File: src/rtl/mcu_pkg.sv
// Shared definitions for the mcu_core_p microcontroller: opcodes, control
// FSM states and instruction field extraction.
// Instruction layout, MSB first: op[4] | ri[RSEL_W] | rj[RSEL_W] | imm[rest].
package mcu_pkg;

  localparam logic [3:0] OP_NOP   = 4'd0;
  localparam logic [3:0] OP_MOV   = 4'd1;
  localparam logic [3:0] OP_MOVI  = 4'd2;
  localparam logic [3:0] OP_LOAD  = 4'd3;
  localparam logic [3:0] OP_STORE = 4'd4;
  localparam logic [3:0] OP_ADD   = 4'd5;
  localparam logic [3:0] OP_SUB   = 4'd6;
  localparam logic [3:0] OP_AND   = 4'd7;
  localparam logic [3:0] OP_OR    = 4'd8;
  localparam logic [3:0] OP_XOR   = 4'd9;
  localparam logic [3:0] OP_ADDI  = 4'd10;
  localparam logic [3:0] OP_JMP   = 4'd11;
  localparam logic [3:0] OP_JZ    = 4'd12;
  localparam logic [3:0] OP_IN    = 4'd13;
  localparam logic [3:0] OP_OUT   = 4'd14;
  localparam logic [3:0] OP_HALT  = 4'd15;

  typedef enum logic [1:0] {FETCH, EXEC, MEM, HALT} state_t;

  // Instructions are zero-extended to this width before field extraction.
  localparam int unsigned INSN_MAX_W = 64;

  function automatic logic [3:0] insn_op(input logic [INSN_MAX_W-1:0] insn,
                                         input int unsigned data_w);
    return 4'(insn >> (data_w - 4));
  endfunction

  function automatic logic [3:0] insn_ri(input logic [INSN_MAX_W-1:0] insn,
                                         input int unsigned data_w,
                                         input int unsigned nregs);
    int unsigned rw;
    rw = $clog2(nregs);
    return 4'((insn >> (data_w - 4 - rw)) &
              ((INSN_MAX_W'(1) << rw) - INSN_MAX_W'(1)));
  endfunction

  function automatic logic [3:0] insn_rj(input logic [INSN_MAX_W-1:0] insn,
                                         input int unsigned data_w,
                                         input int unsigned nregs);
    int unsigned rw;
    rw = $clog2(nregs);
    return 4'((insn >> (data_w - 4 - 2 * rw)) &
              ((INSN_MAX_W'(1) << rw) - INSN_MAX_W'(1)));
  endfunction

  function automatic logic [INSN_MAX_W-1:0] insn_imm(input logic [INSN_MAX_W-1:0] insn,
                                                     input int unsigned data_w,
                                                     input int unsigned nregs);
    int unsigned imm_w;
    imm_w = data_w - 4 - 2 * $clog2(nregs);
    return insn & ((INSN_MAX_W'(1) << imm_w) - INSN_MAX_W'(1));
  endfunction

endpackage

File: src/rtl/mcu_alu.sv
// Combinational ALU for the register-register and add-immediate opcodes.
// Ports: a, b operands; op opcode; result DATA_W bits (wraps); zero = result==0.
module mcu_alu
  import mcu_pkg::*;
#(
  parameter int unsigned DATA_W = 16
) (
  input  logic [DATA_W-1:0] a,
  input  logic [DATA_W-1:0] b,
  input  logic [3:0]        op,
  output logic [DATA_W-1:0] result,
  output logic              zero
);

  always_comb begin
    result = '0;
    case (op)
      OP_ADD, OP_ADDI: result = a + b;
      OP_SUB:          result = a - b;
      OP_AND:          result = a & b;
      OP_OR:           result = a | b;
      OP_XOR:          result = a ^ b;
      default:         result = '0;
    endcase
    zero = (result == '0);
  end

endmodule

File: src/rtl/mcu_core_p.sv
// Single-bus microcontroller core: register file, ALU, pc, one shared memory
// port with req/ack handshake, I/O ports, driven by a FETCH/EXEC/MEM/HALT FSM.
// Ports: clk, rst (sync, active-high); mem_en/mem_we/mem_addr/mem_wdata request
// (registered); mem_rdata/mem_ack response; port_in sampled by IN; port_out
// written by OUT; halted set once HALT executes.
module mcu_core_p
  import mcu_pkg::*;
#(
  parameter int unsigned DATA_W = 16,
  parameter int unsigned NREGS  = 4,
  parameter int unsigned ADDR_W = 8
) (
  input  logic              clk,
  input  logic              rst,
  output logic              mem_en,
  output logic              mem_we,
  output logic [ADDR_W-1:0] mem_addr,
  output logic [DATA_W-1:0] mem_wdata,
  input  logic [DATA_W-1:0] mem_rdata,
  input  logic              mem_ack,
  input  logic [DATA_W-1:0] port_in,
  output logic [DATA_W-1:0] port_out,
  output logic              halted
);

  localparam int unsigned RSEL_W = $clog2(NREGS);

  state_t              state_q, state_d;
  logic [ADDR_W-1:0]   pc_q, pc_d;
  logic [DATA_W-1:0]   ir_q, ir_d;
  logic [DATA_W-1:0]   regs_q [NREGS];
  logic [DATA_W-1:0]   regs_d [NREGS];
  logic                z_q, z_d;
  logic [DATA_W-1:0]   port_out_q, port_out_d;
  logic                mem_en_q, mem_en_d;
  logic                mem_we_q, mem_we_d;
  logic [ADDR_W-1:0]   mem_addr_q, mem_addr_d;
  logic [DATA_W-1:0]   mem_wdata_q, mem_wdata_d;
  logic                halted_q, halted_d;

  // Decode of the held instruction
  logic [INSN_MAX_W-1:0] ir_ext;
  logic [3:0]            op;
  logic [RSEL_W-1:0]     ri, rj;
  logic [DATA_W-1:0]     imm, ri_val, rj_val, alu_b, alu_res;
  logic                  alu_zero;

  assign ir_ext = INSN_MAX_W'(ir_q);
  assign op     = insn_op(ir_ext, DATA_W);
  assign ri     = RSEL_W'(insn_ri(ir_ext, DATA_W, NREGS));
  assign rj     = RSEL_W'(insn_rj(ir_ext, DATA_W, NREGS));
  assign imm    = DATA_W'(insn_imm(ir_ext, DATA_W, NREGS));
  assign ri_val = regs_q[ri];
  assign rj_val = regs_q[rj];
  assign alu_b  = (op == OP_ADDI) ? imm : rj_val;

  mcu_alu #(.DATA_W(DATA_W)) u_alu (
    .a      (ri_val),
    .b      (alu_b),
    .op     (op),
    .result (alu_res),
    .zero   (alu_zero)
  );

  // Next-state and request logic; request fields only change when a new
  // request is issued, so they stay stable across wait cycles.
  always_comb begin
    state_d     = state_q;
    pc_d        = pc_q;
    ir_d        = ir_q;
    regs_d      = regs_q;
    z_d         = z_q;
    port_out_d  = port_out_q;
    mem_en_d    = mem_en_q;
    mem_we_d    = mem_we_q;
    mem_addr_d  = mem_addr_q;
    mem_wdata_d = mem_wdata_q;
    halted_d    = halted_q;

    case (state_q)
      FETCH: begin
        if (!mem_en_q) begin
          // First fetch after reset: raise the request
          mem_en_d   = 1'b1;
          mem_we_d   = 1'b0;
          mem_addr_d = pc_q;
        end else if (mem_ack) begin
          ir_d     = mem_rdata;
          pc_d     = pc_q + ADDR_W'(1);
          mem_en_d = 1'b0;
          state_d  = EXEC;
        end
      end

      EXEC: begin
        state_d = FETCH;
        case (op)
          OP_MOV:   regs_d[ri] = rj_val;
          OP_MOVI:  regs_d[ri] = imm;
          OP_LOAD, OP_STORE: state_d = MEM;
          OP_ADD, OP_SUB, OP_AND, OP_OR, OP_XOR, OP_ADDI: begin
            regs_d[ri] = alu_res;
            z_d        = alu_zero;
          end
          OP_JMP:   pc_d = ADDR_W'(imm);
          OP_JZ:    if (z_q) pc_d = ADDR_W'(imm);
          OP_IN:    regs_d[ri] = port_in;
          OP_OUT:   port_out_d = ri_val;
          OP_HALT:  state_d = HALT;
          default:  ;
        endcase

        if (state_d == MEM) begin
          mem_en_d    = 1'b1;
          mem_we_d    = (op == OP_STORE);
          mem_addr_d  = ADDR_W'(rj_val);
          mem_wdata_d = ri_val;
        end else if (state_d == FETCH) begin
          mem_en_d   = 1'b1;
          mem_we_d   = 1'b0;
          mem_addr_d = pc_d;
        end else begin
          halted_d = 1'b1;
        end
      end

      MEM: begin
        if (mem_ack) begin
          if (!mem_we_q) regs_d[ri] = mem_rdata;
          state_d    = FETCH;
          mem_en_d   = 1'b1;
          mem_we_d   = 1'b0;
          mem_addr_d = pc_q;
        end
      end

      HALT: begin
        mem_en_d = 1'b0;
        halted_d = 1'b1;
      end

      default: state_d = FETCH;
    endcase
  end

  // State and output registers
  always_ff @(posedge clk) begin
    if (rst) begin
      state_q     <= FETCH;
      pc_q        <= '0;
      ir_q        <= '0;
      regs_q      <= '{default: '0};
      z_q         <= 1'b0;
      port_out_q  <= '0;
      mem_en_q    <= 1'b0;
      mem_we_q    <= 1'b0;
      mem_addr_q  <= '0;
      mem_wdata_q <= '0;
      halted_q    <= 1'b0;
    end else begin
      state_q     <= state_d;
      pc_q        <= pc_d;
      ir_q        <= ir_d;
      regs_q      <= regs_d;
      z_q         <= z_d;
      port_out_q  <= port_out_d;
      mem_en_q    <= mem_en_d;
      mem_we_q    <= mem_we_d;
      mem_addr_q  <= mem_addr_d;
      mem_wdata_q <= mem_wdata_d;
      halted_q    <= halted_d;
    end
  end

  assign mem_en    = mem_en_q;
  assign mem_we    = mem_we_q;
  assign mem_addr  = mem_addr_q;
  assign mem_wdata = mem_wdata_q;
  assign port_out  = port_out_q;
  assign halted    = halted_q;

endmodule

File: config.mk
export PLATFORM = sky130hd
export DESIGN_NAME = mcu_core_p
export DESIGN_NICKNAME = d
export VERILOG_FILES = /design/src/rtl/mcu_pkg.sv /design/src/rtl/mcu_alu.sv /design/src/rtl/mcu_core_p.sv
export SDC_FILE = /design/constraint.sdc
export NUM_CORES = 1
export LEC_CHECK = 0
export CAP_MARGIN = 20
export CORE_MARGIN = 3
export CORE_UTILIZATION = 62
export DETAILED_ROUTE_END_ITERATION = 12
export PLACE_DENSITY = 0.87
export SLEW_MARGIN = 20
export SYNTH_ARGS = -nofsm -noshare
export SYNTH_HDL_FRONTEND = slang
export SYNTH_SLANG_ARGS = --single-unit
File: constraint.sdc
create_clock -name clk -period 7.45 [get_ports clk]
set_input_delay 1.1175 -clock clk [delete_from_list [all_inputs] [get_ports clk]]
set_output_delay 1.1175 -clock clk [all_outputs]
set_load 0.005 [all_outputs]
* Word-level counts from Yosys, hierarchy flattened
Index checks and enable logic that the tools add are counted. W data, S select, Z words.
Word-level totals: flip-flop bits (word level) 134, output and inout port bits 43, bits of input ports 35, word-level logic and storage cells 123
Cells by class: mux-type cells 49, magnitude comparators 3, reductions and logical operators 21, add/subtract/negate cells 3, equality and inequality tests 28, bitwise gates (word level) 5
Operators by type and width (number):
- $bwmux W64 | 5
- $pmux W64 S4 | 1
- $mux W64 | 2
- $pmux W64 S2 | 1
- $mux W16 | 6
- $pmux W16 S5 | 1
- $bmux W16 S2 | 2
- $mux W8 | 7
- $demux W16 S2 | 1
- $eq A4 B4 Y1 const B | 8
- $pmux W8 S2 | 2
- $pmux W8 S3 | 1
- $add A16 B16 Y16 | 1
- $and A16 B16 Y16 | 1
- $eq A4 B3 Y1 const B | 4
- $logic_not A16 Y1 | 1
- $or A16 B16 Y16 | 1
- $sub A16 B16 Y16 | 1
- $xor A16 B16 Y16 | 1
- $ne A2 B2 Y1 const B | 7
- $reduce_and A4 Y1 | 3
- $mux W1 | 11
- $reduce_and A3 Y1 | 3
- $add A8 B1 Y8 const B | 1
- 22 further kinds | 37

* Depth between registers and ports, before layout
depth after elaboration 10, depth in mapped cells 21, mapped depth without buffers 18

* Modules after synthesis
A second synthesis with hierarchy kept.
Second synthesis, totals: cells, all modules 1443, area, all modules 11322.1 µm²
Modules (own cells, without submodules):
- mcu_core_p | area an instance 9250.1 µm², sequential area each 2682.6 µm², cells each 1152, times used 1
- mcu_alu | area an instance 2072.0 µm², sequential area each 0.0 µm², cells each 291, times used 1

* Least setup slack after synthesis
OpenSTA, ideal clock, no wires.
path kind flip-flop to flip-flop, start register ir_q[8], end register z_q, library setup time 0.084 ns, stages on the path, launching flop included 19, period minus slack after synthesis 4.875 ns, setup slack 2.575 ns, data required time 7.366 ns, path buffers 3, arrival 4.791 ns, cells stage by stage dfxtp_1 -> clkbuf_1 -> buf_2 -> buf_2 -> mux4_2 -> mux2i_1 -> ha_1 -> nor2_1 -> xnor2_1 -> ha_1 -> a211oi_1 -> o211ai_1 -> a41oi_1 -> o21ai_0 -> a31oi_1 -> xor2_1 -> o21ai_0 -> or4_1 -> o31ai_2
Between the ends: longest elaborated chain between the ends 8, elaborated cells between the ends (all ways) 12, classes of those cells add/sub (2); mux (5); bitwise (4); reduce/logical (1)
RTL lines:
- start, declared | RTL line mcu_core_p.sv:30 | logic [DATA_W-1:0] ir_q, ir_d;
- start signal, assigned | RTL line mcu_core_p.sv:163 | ir_q <= ir_d;
- $not A2 Y3 (implied by the code) * | RTL line mcu_core_p.sv:54 | assign rj_val = regs_q[rj];
- $bmux W16 S2 * | RTL line mcu_core_p.sv:54
- $mux W16 (implied by the code) * (2 in series) | RTL line mcu_core_p.sv:54
- $mux W16 * | RTL line mcu_core_p.sv:55 | assign alu_b = (op == OP_ADDI) ? imm : rj_val;
- $sub A16 B16 Y16 (tied with other cells) | RTL line mcu_alu.sv:19 | OP_SUB: result = a - b;
- $pmux W16 S5 * | RTL line mcu_alu.sv:17 | case (op)
- $logic_not A16 Y1 * | RTL line mcu_alu.sv:25 | zero = (result == '0);
- end signal, assigned | RTL line mcu_core_p.sv:165 | z_q <= z_d;
- end, declared | RTL line mcu_core_p.sv:33 | logic z_q, z_d;
Mark *: on every way between the ends. The rest lies on a longest branch, timed or not. The select of a mux whose other input is x is not followed. A chain may end at the register's enable or synchronous reset.

* Worst setup path in the final report
Ends and elaborated chain as after synthesis.

==> flow_metrics.py <==
metrics = {
    "status": {
        "status": "finished clean",
    },
    "global_route": {
        "overflow": 0,
        "grt_start_max_net_pins": 87,
        "antenna_found_initial": 0,
        "grt_pass1_wl_um": 56530,
        "grt_use_total_pct": 39.54,
        "grt_pass1_vias": 10590,
    },
    "floorplanning": {
        "die_h_um": 134.3,
        "initial_core_util_pct": 63.76,
        "dieArea_sq_um": 18030,
        "rows": 46,
        "core_area_sq_um": 16000,
        "io_pins": 78,
        "die_w_um": 134.3,
    },
    "synthesis": {
        "yosys_most_used_dff": "dfxtp_1",
        "syn_inst": 1370,
        "synth.distinct_cells": 63,
        "synth_warnings": 0,
        "netlist_area_sq_um": 10200,
        "synth_edf_count": 0,
        "synth.net_count": 1462,
        "synth-seq-cells": 134,
        "yosysSeqAreaShare_pct": 26.30,
        "post_synth.cell_area_avg_sq_um": 7.446,
        "synth_async_sr_flop_share_pct": 0,
    },
    "critical_path": {
        "regToRegSetupSlack_ns": 1.82,
        "reg2reg_from": "ir_q[8]",
        "required_ns": 7.81,
        "critPathArrivalTime_ns": 5.99,
        "startpoint": "ir_q[8]",
        "reg2regPathDepth": 18,
        "rr_endpoint": "z_q",
        "critPathMaxFanout": 13,
        "end_kind": "register",
        "critPathLaunchType": "register",
        "criticalPathCategory": "register to register",
    },
    "routing": {
        "drc": 0,
        "avgViaCountPerCell": 7.144,
        "antenna_left": 0,
        "drt_iter0_drc": 1992,
        "vias": 11530,
        "routed_wl_um": 36490,
        "wl_per_cell_um": 22.61,
        "dr.pass1.iters": 6,
    },
    "clock_tree": {
        "cts_tree": "done",
        "cts_resized": 0,
        "cts_root_buffer": "clkbuf_16",
        "clk_pin_slew_worst_paths_ns": 0.06,
        "cts-buffers-inserted": 17,
        "postCtsSetupRepairBufs": 0,
        "clock-sinks": 134,
        "postCtsHoldBufs": 0,
        "cts_max_path_buffers": 2,
        "htreeDepth": 4,
        "clock_latency_ns": 0.44,
    },
    "final_layout": {
        "layout_common_cells": "nand2_1, a21oi_1, o21ai_0",
        "final_common_cell": "nand2_1",
        "drive_gt1_share_pct": 7.802,
        "multi_input_area_sq_um": 6960,
        "nFillCells": 1356,
        "syn_to_final_growth_pct": 13.92,
        "regArea_sq_um": 2683,
        "stdcell_area_sq_um": 11620,
        "nets": 1476,
    },
    "pwr": {
        "total_power_w": 0.003210,
        "ir_worst_vdd_mv": 0.1726,
        "p_int_w": 0.001838,
        "power_frac_seq_pct": 26.7,
        "switching_share_pct": 42.74,
        "p_leak_nw": 4.094,
        "power.switching_w": 0.001372,
        "powerDensity_nw_per_um2": 276.3,
        "p_clk_share_pct": 26.7,
        "combPwrFrac_pct": 46.7,
    },
    "flow_run": {
        "drv_cap": 0,
    },
    "sta": {
        "clock_skew_ns": 0.009929,
        "fmax_ghz": 0.1777,
        "rsz0062_at_grt": "no",
        "holdWs_ns": 0.4505,
        "tns_ns": 0,
        "setup_viol": 0,
        "timing.final.crit_share_pct": 75.55,
        "min_period_ns": 5.629,
        "worstMarginPinSlew_ns": 1.236,
        "hold_viol": 0,
        "slew-limit-headroom_pct": 17.42,
        "drv_slew": 0,
    },
    "place": {
        "io_buffers": 77,
        "dp_hpwl_um": 24450,
        "finalWeightedCongestion": 1.007,
        "placed_cell_area_sq_um": 11040,
    },
    "min_path": {
        "hp-start": "mem_addr[4]",
        "worstHoldPathCells": 2,
        "hold_path_end": "mem_addr[4]",
        "hold_class": "register to register",
    },
}
-- how the worst max path moves through the flow --
stage / end / slack [ns] / depth (start not counted)
floorplan: z_q / 2.57 / 18
global placement: z_q / 2.08 / 18
detailed placement: z_q / 2.04 / 18
CTS: z_q / 1.97 / 18
global route: z_q / 1.52 / 17
finish: z_q / 1.82 / 18
-- cell families (layout without fill, tap and decap cells) --
family,count (synthesis),in the layout,share of synthesized area (%)
simple gates,417,417,18.05
compound gates,535,535,31.74
buf+inv,151,178,5.777
xor+xnor,27,27,2.318
fa+ha+maj,57,57,7.065
other cells,0,1,0
flops,134,134,26.30
mux,49,49,8.745
-- cell type report --
type | count | area share [%]
Antenna cell | 1 | 0.02153
Clock buffer | 18 | 3.693
Clock inverter | 14 | 1.303
Inverter | 43 | 1.389
Multi-Input combinational cell | 1085 | 59.89
Sequential cell | 134 | 23.08
Tap cell | 216 | 2.326
Timing Repair Buffer | 103 | 8.290
-- cell usage after synthesis (25+ instances only) --
| cell type | n | area (sq um) |
|---|---|---|
| ha_1 | 56 | 700.7 |
| clkbuf_1 | 92 | 345.3 |
| a21oi_1 | 185 | 925.9 |
| nor2_1 | 103 | 386.6 |
| dfxtp_1 | 134 | 2683 |
| mux4_2 | 32 | 720.7 |
| nor3_1 | 25 | 125.1 |
| inv_1 | 42 | 157.7 |
| o21ai_0 | 151 | 755.7 |
| nand2_1 | 197 | 739.5 |
| a211oi_1 | 34 | 255.2 |
| a31oi_1 | 25 | 156.4 |
-- per-layer routing --
metal | part of all wire [%] | routed length [um] | GRT usage, %
met5 | 0 | 0 | 0
met4 | 6.1 | 2239 | 21.32
met3 | 14 | 5189 | 11.55
met2 | 43 | 15580 | 58.91
met1 | 37 | 13480 | 51.76
-- sequential cells by signal, summed over array words and instances (netlist names) --
signal	cells
halted	1
ir_q	16
mem_addr	8
mem_en	1
mem_wdata	16
mem_we	1
pc_q	8
port_out	16
regs_q	64
state_q	2
z_q	1
-- stage by stage --
stage | instances | utilization (%) | setup WS [ns]
after floorplan | 1370 | - | 2.575
after global placement | 1581 | 68.92 | 2.082
after detailed placement | 1581 | 68.97 | 2.044
after CTS | 1613 | 72.60 | 1.971
after global routing | 1613 | 72.62 | 1.525
final | 1614 | 72.63 | 1.821
-- critical path, stage by stage (launching register included) --
cell and delay [ns]:
dfxtp_1 0.74, buf_4 0.37, mux4_2 0.61, nand2_1 0.09
o21ai_0 0.20, inv_1 0.17, ha_1 0.21, a31oi_1 0.11
xnor2_1 0.15, ha_1 0.24, or2_2 0.32, a211o_1 0.25
o21ai_0 0.36, nand2_1 0.18, xor2_1 0.18, a21oi_1 0.60
nand4_1 0.13, or4_1 0.44, o31ai_2 0.17
-- power by group through the flow --
stage | Clock, W | Sequential [W] | Combinational, W
finish | 0.000856 | 0.000856 | 0.00150
global route | 0.000891 | 0.000861 | 0.00161
CTS | 0.000856 | 0.000849 | 0.00145
detailed placement | 0 | 0.000864 | 0.00142
global placement | 0 | 0.000860 | 0.00138
floorplan | 0 | 0.000826 | 0.00109
No activity file was read; power rests on OpenSTA's default activity.
